## src/rtl/apb_reg_slave_if.sv

```systemverilog
// APB bus bundle between a master and apb_reg_slave.
interface apb_reg_slave_if #(
    parameter int addrWidth = 32,
    parameter int dataWidth = 32
);
    logic                   psel;
    logic                   penable;
    logic                   pwrite;
    logic [addrWidth-1:0]   paddr;
    logic [dataWidth-1:0]   pwdata;
    logic [dataWidth/8-1:0] pstrb;
    logic [2:0]             pprot;
    logic [dataWidth-1:0]   prdata;
    logic                   pready;
    logic                   pslverr;

    modport master (
        output psel, penable, pwrite, paddr, pwdata, pstrb, pprot,
        input  prdata, pready, pslverr
    );

    modport slave (
        input  psel, penable, pwrite, paddr, pwdata, pstrb, pprot,
        output prdata, pready, pslverr
    );
endinterface

```

## src/rtl/apb_reg_slave.sv

```systemverilog
// APB register slave: NUM_REGS word registers, register 0 is a read-only ID.
// Build macro APB_SLV_STRB_EN enables byte-lane write strobes (default: full-word writes).
module apb_reg_slave #(
    parameter int                   addrWidth   = 32,
    parameter int                   dataWidth   = 32,
    parameter int                   NUM_REGS    = 8,
    parameter int                   WAIT_CYCLES = 2,
    parameter logic [dataWidth-1:0] ID_VALUE    = 32'hA5B1_0001
) (
    input  logic           clk,
    input  logic           rst,
    apb_reg_slave_if.slave bus
);
    localparam int IDX_W  = (NUM_REGS > 1) ? $clog2(NUM_REGS) : 1;
    localparam int STRB_W = dataWidth / 8;
    localparam logic [addrWidth-3:0] REG_LIMIT = (addrWidth-2)'(NUM_REGS);
    localparam logic [3:0] WAIT_LOAD = 4'(WAIT_CYCLES);

    typedef enum logic [1:0] {IDLE, ACCESS, DONE} state_t;

    state_t                              state, stateNext;
    logic [3:0]                          waitCnt, waitCntNext;
    logic                                preadyNext, pslverrNext;
    logic [dataWidth-1:0]                prdataNext;
    logic                                wrEn;
    logic [NUM_REGS-1:0][dataWidth-1:0]  regFile;
    logic [addrWidth-3:0]                idx;
    logic [IDX_W-1:0]                    idxLo;
    logic                                accErr;
    logic [dataWidth-1:0]                rdVal;
    logic [dataWidth-1:0]                accData;
    logic                                unusedBits;

    function automatic logic addrError(input logic [addrWidth-1:0] addr, input logic isWrite);
        logic [addrWidth-3:0] wordIdx;
        wordIdx = addr[addrWidth-1:2];
        return (wordIdx >= REG_LIMIT) || (addr[1:0] != 2'b00) || (isWrite && (wordIdx == '0));
    endfunction

    assign idx        = bus.paddr[addrWidth-1:2];
    assign idxLo      = idx[IDX_W-1:0];
    assign accErr     = addrError(bus.paddr, bus.pwrite);
    assign rdVal      = (idx == '0) ? ID_VALUE : regFile[idxLo];
    assign accData    = (!bus.pwrite && !accErr) ? rdVal : '0;
    assign unusedBits = ^{bus.pprot, bus.pstrb};

    always_ff @(posedge clk or negedge rst) begin
        if (!rst) begin
            state       <= IDLE;
            waitCnt     <= '0;
            bus.pready  <= 1'b0;
            bus.pslverr <= 1'b0;
            bus.prdata  <= '0;
        end else begin
            state       <= stateNext;
            waitCnt     <= waitCntNext;
            bus.pready  <= preadyNext;
            bus.pslverr <= pslverrNext;
            bus.prdata  <= prdataNext;
        end
    end

    // Response outputs are computed one cycle early so pready/pslverr/prdata leave flops.
    always_comb begin
        stateNext   = state;
        waitCntNext = waitCnt;
        preadyNext  = 1'b0;
        pslverrNext = 1'b0;
        prdataNext  = '0;
        wrEn        = 1'b0;
        case (state)
            IDLE, DONE: begin
                if (bus.psel && !bus.penable) begin
                    stateNext   = ACCESS;
                    waitCntNext = WAIT_LOAD;
                    if (WAIT_CYCLES == 0) begin
                        preadyNext  = 1'b1;
                        pslverrNext = accErr;
                        prdataNext  = accData;
                    end
                end else begin
                    stateNext = IDLE;
                end
            end
            ACCESS: begin
                if (!bus.psel) begin
                    stateNext   = IDLE;
                    waitCntNext = '0;
                end else if (bus.pready) begin
                    stateNext   = bus.penable ? DONE : IDLE;
                    waitCntNext = '0;
                    wrEn        = bus.penable && bus.pwrite && !accErr;
                end else begin
                    waitCntNext = (waitCnt == '0) ? '0 : waitCnt - 4'd1;
                    if (waitCnt <= 4'd1) begin
                        preadyNext  = 1'b1;
                        pslverrNext = accErr;
                        prdataNext  = accData;
                    end
                end
            end
            default: begin
                stateNext   = IDLE;
                waitCntNext = '0;
            end
        endcase
    end

    always_ff @(posedge clk or negedge rst) begin
        if (!rst) begin
            regFile <= '0;
        end else if (wrEn) begin
`ifdef APB_SLV_STRB_EN
            for (int b = 0; b < STRB_W; b++) begin
                if (bus.pstrb[b]) regFile[idxLo][b*8 +: 8] <= bus.pwdata[b*8 +: 8];
            end
`else
            regFile[idxLo] <= bus.pwdata;
`endif
        end
    end
endmodule
```

## src/flat_wrapper.sv

```systemverilog
// flat-port wrapper written by rule: the top's interface ports become plain ports
module apb_reg_slave_flat 
#(
    parameter int                   addrWidth   = 32,
    parameter int                   dataWidth   = 32,
    parameter int                   NUM_REGS    = 8,
    parameter int                   WAIT_CYCLES = 2,
    parameter logic [dataWidth-1:0] ID_VALUE    = 32'hA5B1_0001
)
  (clk, rst, bus_psel, bus_penable, bus_pwrite, bus_paddr, bus_pwdata, bus_pstrb, bus_pprot, bus_prdata, bus_pready, bus_pslverr);
  apb_reg_slave_if #(.addrWidth(addrWidth), .dataWidth(dataWidth)) bus_i ();
  input  logic clk;
  input  logic rst;
  input wire logic [$bits(bus_i.psel)-1:0] bus_psel;
  input wire logic [$bits(bus_i.penable)-1:0] bus_penable;
  input wire logic [$bits(bus_i.pwrite)-1:0] bus_pwrite;
  input wire logic [$bits(bus_i.paddr)-1:0] bus_paddr;
  input wire logic [$bits(bus_i.pwdata)-1:0] bus_pwdata;
  input wire logic [$bits(bus_i.pstrb)-1:0] bus_pstrb;
  input wire logic [$bits(bus_i.pprot)-1:0] bus_pprot;
  output wire logic [$bits(bus_i.prdata)-1:0] bus_prdata;
  output wire logic [$bits(bus_i.pready)-1:0] bus_pready;
  output wire logic [$bits(bus_i.pslverr)-1:0] bus_pslverr;
  assign bus_i.psel = bus_psel;
  assign bus_i.penable = bus_penable;
  assign bus_i.pwrite = bus_pwrite;
  assign bus_i.paddr = bus_paddr;
  assign bus_i.pwdata = bus_pwdata;
  assign bus_i.pstrb = bus_pstrb;
  assign bus_i.pprot = bus_pprot;
  assign bus_prdata = bus_i.prdata;
  assign bus_pready = bus_i.pready;
  assign bus_pslverr = bus_i.pslverr;
  apb_reg_slave #(.addrWidth(addrWidth), .dataWidth(dataWidth), .NUM_REGS(NUM_REGS), .WAIT_CYCLES(WAIT_CYCLES), .ID_VALUE(ID_VALUE)) u_core (.clk(clk), .rst(rst), .bus(bus_i));
endmodule
```

## config.mk

```make
export PLATFORM = sky130hd
export DESIGN_NAME = apb_reg_slave_flat
export DESIGN_NICKNAME = d
export VERILOG_FILES = /design/src/rtl/apb_reg_slave_if.sv /design/src/rtl/apb_reg_slave.sv /design/src/flat_wrapper.sv
export SDC_FILE = /design/constraint.sdc
export NUM_CORES = 1
export LEC_CHECK = 0
export CAP_MARGIN = 20
export CORE_ASPECT_RATIO = 0.5
export CORE_MARGIN = 10
export CORE_UTILIZATION = 30
export CTS_CLUSTER_DIAMETER = 30
export DETAILED_ROUTE_END_ITERATION = 16
export HOLD_SLACK_MARGIN = 0.15
export SETUP_SLACK_MARGIN = 0.02
export SLEW_MARGIN = 10
export SYNTH_ARGS = -nofsm -noshare
export SYNTH_HDL_FRONTEND = slang
export SYNTH_SLANG_ARGS = --single-unit
```

## constraint.sdc

```tcl
create_clock -name clk -period 5.99 [get_ports clk]
set_clock_uncertainty 0.05 [all_clocks]
set_input_delay 1.4975 -clock clk [delete_from_list [all_inputs] [get_ports clk]]
set_output_delay 1.4975 -clock clk [all_outputs]
set_load 0.05 [all_outputs]
```

==> metrics, run 1 <==
worst hold stages=0; Crit. End Element=flip-flop; Synth Instances=870; GR Util All Layers=0.128; met2 wire len=17.3 mm; most common cell after layout, fill and taps aside=dfrtp_1; Worst R2R End=u_core.regFile[209]; drt wl/cell=20.9 um; Final ANT Viol Nets=0; via/cell ratio=5.02; hold path endpoint=u_core.regFile[18]; Critical Path Fanout Max=32; top routing layer in use=met4; Distinct cells, synth=51; Initial Util=0.306; met1 WL=13.6 mm; reg-to-reg setup timing slack=3270 ps; ys async rst share=1.00; R2R cell count=6; fmax=0.249 GHz; Die Span X=309 um; sequential area share after synthesis=0.565; clk sinks=282; Post-CTS Hold Buffers=0; Die H=164 um; WHS=321 ps; ratio of cells with drive above 1 in the final layout=0.359; Least-Margin Pin Slew=1070 ps; final net count=1047; post-route minimum period=4020 ps; most frequent cells in the layout=282 x dfrtp_1, 174 x mux2_2, 98 x clkdlybuf4s50_1, 55 x clkbuf_16, 34 x mux2_1; RSZ-0062 raised after global routing=no; prevailing post-synth register cell=dfrtp_1; Max VDD drop=194 uV; status=finished clean; largest net degree at the start of global routing=106; clk root buf=clkbuf_16; Worst EP required=6360 ps; global-route wire length before repair=50.7 mm; met3 wire length=1.04 mm; Iter 0 DRT Violations=438; std cell rows=52; Min-Delay Path Class=flip-flop to flip-flop; leakage=7.48 nW; via count=7828; Relative slew margins=0.283; drt total wl=32.6 mm; core area=40800 sq um; postcts setup bufs=0; fin. max-slew vios=0; Setup CP Type=input pin to flip-flop; post_cts resized=0; Max-cap violations=0; HPWL Detailed=19.5 mm; antenna violations before repair=3; final hold violation count=0; #FFs+latches synth=282; placed instance area=14000 sq um; Area growth, synth to finish=27.9%; Skew-Pair Late Insertion Delay=550 ps; Setup TNS=0 ps; syn_nets=946; Setup-failing EPs final=0; drt drc=0; Worst EP arrival=4390 ps; pwr dens=341 nW/um^2; gpl congestion=0.757; vias in the first global route=8771; number of enable flip-flop cells after synthesis=0; final instance area=16000 sq um; post-synthesis area per instance=14.4 sq um; Cell Area, Synth=12500 sq um; total gr overflow=0; sequential cell area=7060 sq um; iteration count of the initial detailed-routing pass=5; Worst setup SP type=input pin; Ys Warns=0; CTS H-tree lvls=2; final period utilization=0.671; FILL cells=3664; CTS tree=done; input/output buffers=102; R2R Path Start=u_core.state[0]; Max clock buf depth=3; die area=50700 sq um; CTS clk-pin slew, worst paths=50 ps; Worst Min Path Start=u_core.regFile[18]; area occupied by multi-input gates=5000 sq um; IO Pins=110; TritonCTS Buffers=54
[logic make-up after synthesis]
family	synth area share
AO/OA/AOI/OAI	0.0656
multiplexers	0.274
buffers and inverters	0.0355
AND/OR/NAND/NOR	0.0603
flip-flops	0.565
[through the flow]
step	power, mW	cells	utilization	setup WS [ps]
3_5_place_dp	2.19	1455	0.342	1420
4_1_cts	5.50	1555	0.392	2010
6_report	5.45	1558	0.392	1970
2_1_floorplan	2.04	870	-	2750
5_1_grt	5.62	1558	0.392	1900
3_3_place_gp	2.18	1455	0.342	1460
[flip-flops by register name, indices dropped and copies added (netlist names)]
| name | cells |
|---|---|
| u_core.bus.pslverr | 1 |
| u_core.bus.prdata | 32 |
| u_core.state | 2 |
| u_core.waitCnt | 4 |
| u_core.regFile | 242 |
| u_core.bus.pready | 1 |
[layout make-up]
| type | count | area share |
|---|---|---|
| Sequential cell | 282 | 0.442 |
| Clock buffer | 67 | 0.0933 |
| Timing Repair Buffer | 123 | 0.0749 |
| Multi-Input combinational cell | 499 | 0.313 |
| Antenna cell | 3 | 0.000470 |
| Inverter | 11 | 0.00258 |
| Clock inverter | 33 | 0.0322 |
| Tap cell | 540 | 0.0423 |
[synth_stat cells (3+ instances only)]
cell type | n | share of area
buf_1 | 4 | 0.0012
mux2_4 | 30 | 0.036
buf_2 | 25 | 0.010
nor2b_1 | 13 | 0.0065
a21oi_1 | 15 | 0.0060
o22ai_1 | 21 | 0.011
o2bb2ai_1 | 3 | 0.0021
buf_4 | 6 | 0.0036
nor2_1 | 16 | 0.0048
o21a_1 | 4 | 0.0024
a211oi_1 | 11 | 0.0066
nand4_1 | 3 | 0.0015
nand3_1 | 7 | 0.0028
mux2_2 | 174 | 0.16
mux4_2 | 20 | 0.036
dfrtp_1 | 282 | 0.56
nand2b_1 | 7 | 0.0035
or2_2 | 3 | 0.0015
a221oi_1 | 7 | 0.0049
o211ai_1 | 3 | 0.0018
nor3_1 | 6 | 0.0024
buf_6 | 3 | 0.0027
mux2i_1 | 18 | 0.014
o21ai_0 | 13 | 0.0052
a22o_1 | 4 | 0.0028
buf_8 | 3 | 0.0036
mux2_1 | 34 | 0.031
o221ai_1 | 20 | 0.014
nand2_1 | 32 | 0.0096
clkbuf_1 | 37 | 0.011
nor4_4 | 10 | 0.017
inv_1 | 11 | 0.0033
[report_power, final]
part / switching (mW) / internal [mW] / total, mW
Combinational: 0.152 / 0.0853 / 0.237
Clock: 1.01 / 2.28 / 3.29
Sequential: 0.00494 / 1.91 / 1.92
[per-layer routing]
| layer | global-route usage | up-vias |
|---|---|---|
| met3 | 0.0243 | 56 |
| met4 | 0.0492 | 0 |
| met5 | 0 | - |
| met1 | 0.149 | 4176 |
| met2 | 0.231 | 149 |
| li1 | - | 3447 |
[critical path: stages]
cell	delay (ps)
buf_2	560
nor2b_1	930
nand2_1	210
nor4_4	180
buf_4	570
mux2_2	400
[worst max path at each step]
stage	start	to	slack, ps	depth (start not counted)
after floorplan	bus_paddr[5]	u_core.regFile[33]	2750	5
final	bus_paddr[4]	u_core.regFile[177]	1970	6
after detailed placement	bus_paddr[4]	u_core.regFile[164]	1420	6
after global routing	bus_paddr[4]	u_core.regFile[175]	1900	6
after global placement	bus_paddr[4]	u_core.regFile[165]	1460	6
after CTS	bus_paddr[4]	u_core.regFile[177]	2010	6
No activity file was read; power rests on OpenSTA's default activity.
==> run 2: changes to the inputs <==
clock period = 4 ns   (was 5.99 ns; I/O delays follow)
==> metrics, run 2 (synthesized netlist as in run 1, its figures left out) <==
status=finished clean; Die Span X=309 um (unchanged); fmax=0.340 GHz; iteration count of the initial detailed-routing pass=4 (-1); Final ANT Viol Nets=0 (unchanged); Setup TNS=0 ps (unchanged); CP max stage delay=500 ps (-430 ps); largest net degree at the start of global routing=109 (+2.8%); Min-Delay Path Class=flip-flop to flip-flop; via/cell ratio=4.92 (-2.2%); Worst EP required=4430 ps (-1930 ps); sequential cell area=7060 sq um (unchanged); RSZ-0062 raised after global routing=no; drt wl/cell=20.7 um (-1.2%); Final Power=7.43 mW (+36%); most flop-heavy register=u_core.regFile; post_cts resized=0 (unchanged); Skew-Pair Late Insertion Delay=550 ps (about the same); Cell Chain, Critical Path=clkdlybuf4s50_1 -> nand4bb_1 -> nor3_1 -> nand4b_1 -> buf_4 -> a2111oi_0 -> buf_4; post-route minimum period=2940 ps; drt drc=0 (unchanged); max FFs per register=242 (unchanged); Initial Util=0.306 (unchanged); most frequent cells in the layout=282 x dfrtp_1, 174 x mux2_2, 98 x clkdlybuf4s50_1, 53 x clkbuf_16, 34 x mux2_1; total gr overflow=0 (unchanged); Buf/Inv on CP=3 (+1); CTS tree=done; Top delay family on crit path=buffers and inverters; final instance area=15800 sq um (-0.97%); Worst EP arrival=3370 ps (-1020 ps); area occupied by multi-input gates=5000 sq um (unchanged); ratio of cells with drive above 1 in the final layout=0.359 (+0.000404); post-route setup slack=1060 ps (-914 ps); Area growth, synth to finish=26.6%; clk sinks=282 (unchanged); via count=7703 (-1.6%); postcts setup bufs=0 (unchanged); die area=50700 sq um (unchanged); Post-CTS Hold Buffers=0 (unchanged); core area=40800 sq um (unchanged); fin. max-slew vios=0 (unchanged); final hold violation count=0 (unchanged); Least-Margin Pin Slew=864 ps (-209 ps); Max-cap violations=0 (unchanged); most common cell after layout, fill and taps aside=dfrtp_1; TritonCTS Buffers=52 (-3.7%); input/output buffers=102 (unchanged); GR Util All Layers=0.128 (+0.000322); Crit. End Element=flip-flop; leakage=7.42 nW (-0.71%); antenna violations before repair=2 (-1); Crit path top cell by count=buf_4; gpl congestion=0.773 (+2.0%); IO Pins=110 (unchanged); Setup-failing EPs final=0 (unchanged); FILL cells=3675 (+0.30%); Iter 0 DRT Violations=493 (+13%); CTS clk-pin slew, worst paths=50 ps (about the same); pwr dens=469 nW/um^2 (+38%); final period utilization=0.735; vias in the first global route=8747 (-0.27%); Max clock buf depth=3 (unchanged); global-route wire length before repair=51.0 mm (+0.52%); placed instance area=14100 sq um (+1.0%); Max VDD drop=287 uV (+48%); std cell rows=52 (unchanged); Worst setup SP type=input pin; CTS H-tree lvls=2 (unchanged); Relative slew margins=0.424 (+0.141); CP max-delay cell=clkdlybuf4s50_1; drt total wl=32.4 mm (-0.59%); DP Worst Slack=486 ps (-937 ps); final net count=1059 (+1.1%); biggest regs=u_core.regFile x242, u_core.bus.prdata x32, u_core.waitCnt x4; Die H=164 um (unchanged); Setup CP Type=input pin to flip-flop; clk root buf=clkbuf_16; HPWL Detailed=20.1 mm (+2.7%); Critical Path Fanout Max=14 (-56%)
## run 2: changes by cell type in the layout (fill, tap and decap cells not counted), sizes merged
cell / previous run / this run
bufinv: 12 / 4
diode: 3 / 2
buf: 25 / 39
clkbuf: 67 / 70
clkinv: 9 / 14
inv: 17 / 13
## run 2: final timing paths
path,start,end,slack (ps),cells after the start
max in group asynchronous,rst,u_core.bus.prdata[10],2490,2
worst min register to register,u_core.regFile[13],u_core.regFile[13],320,0
worst max-delay path,bus_psel,u_core.bus.prdata[18],1060,7
min in group asynchronous,rst,u_core.regFile[53],480,1
worst max register to register,u_core.bus.pready,u_core.bus.prdata[18],1510,6
worst min-delay path,u_core.regFile[13],u_core.regFile[13],320,0
## run 2: per-stage QoR
step / instances / utilization / hold slack [ps]
after detailed placement: 1469 / 0.346 / 312
after floorplan: 870 / - / 372
after global routing: 1567 / 0.388 / 333
final: 1567 / 0.388 / 321
after CTS: 1565 / 0.388 / 322
after global placement: 1469 / 0.346 / 310
## run 2: metal layers
layer | vias to the layer above | routed length (um) | global-route usage
li1 | 3450 | - | -
met4 | 0 | 755 | 0.0483
met5 | - | 0 | 0
met1 | 4055 | 13400 | 0.152
met3 | 57 | 1300 | 0.0208
met2 | 141 | 16900 | 0.232
## run 2: where the power goes
group / total [mW] / leakage (nW) / switching (mW) / internal [mW]
Sequential: 2.87 / 3.94 / 0.00712 / 2.87
Clock: 4.19 / 0.831 / 1.41 / 2.78
Combinational: 0.362 / 2.65 / 0.227 / 0.134
Total: 7.43 / 7.42 / 1.64 / 5.79
## run 2: final cells by class
type                            instances  area share
Sequential cell                       282       0.446
Multi-Input combinational cell        499       0.316
Clock buffer                           70      0.0916
Timing Repair Buffer                  137      0.0846
Tap cell                              540      0.0427
Clock inverter                         26      0.0164
Inverter                               11     0.00261
Antenna cell                            2    0.000316
## run 2: worst reg2reg max path, stage by stage (launching register included)
cell and delay, ps:
dfrtp_1 420, nand4bb_1 450, nor3_1 370, nand4b_1 210, buf_4 270, a2111oi_0 440
buf_4 200
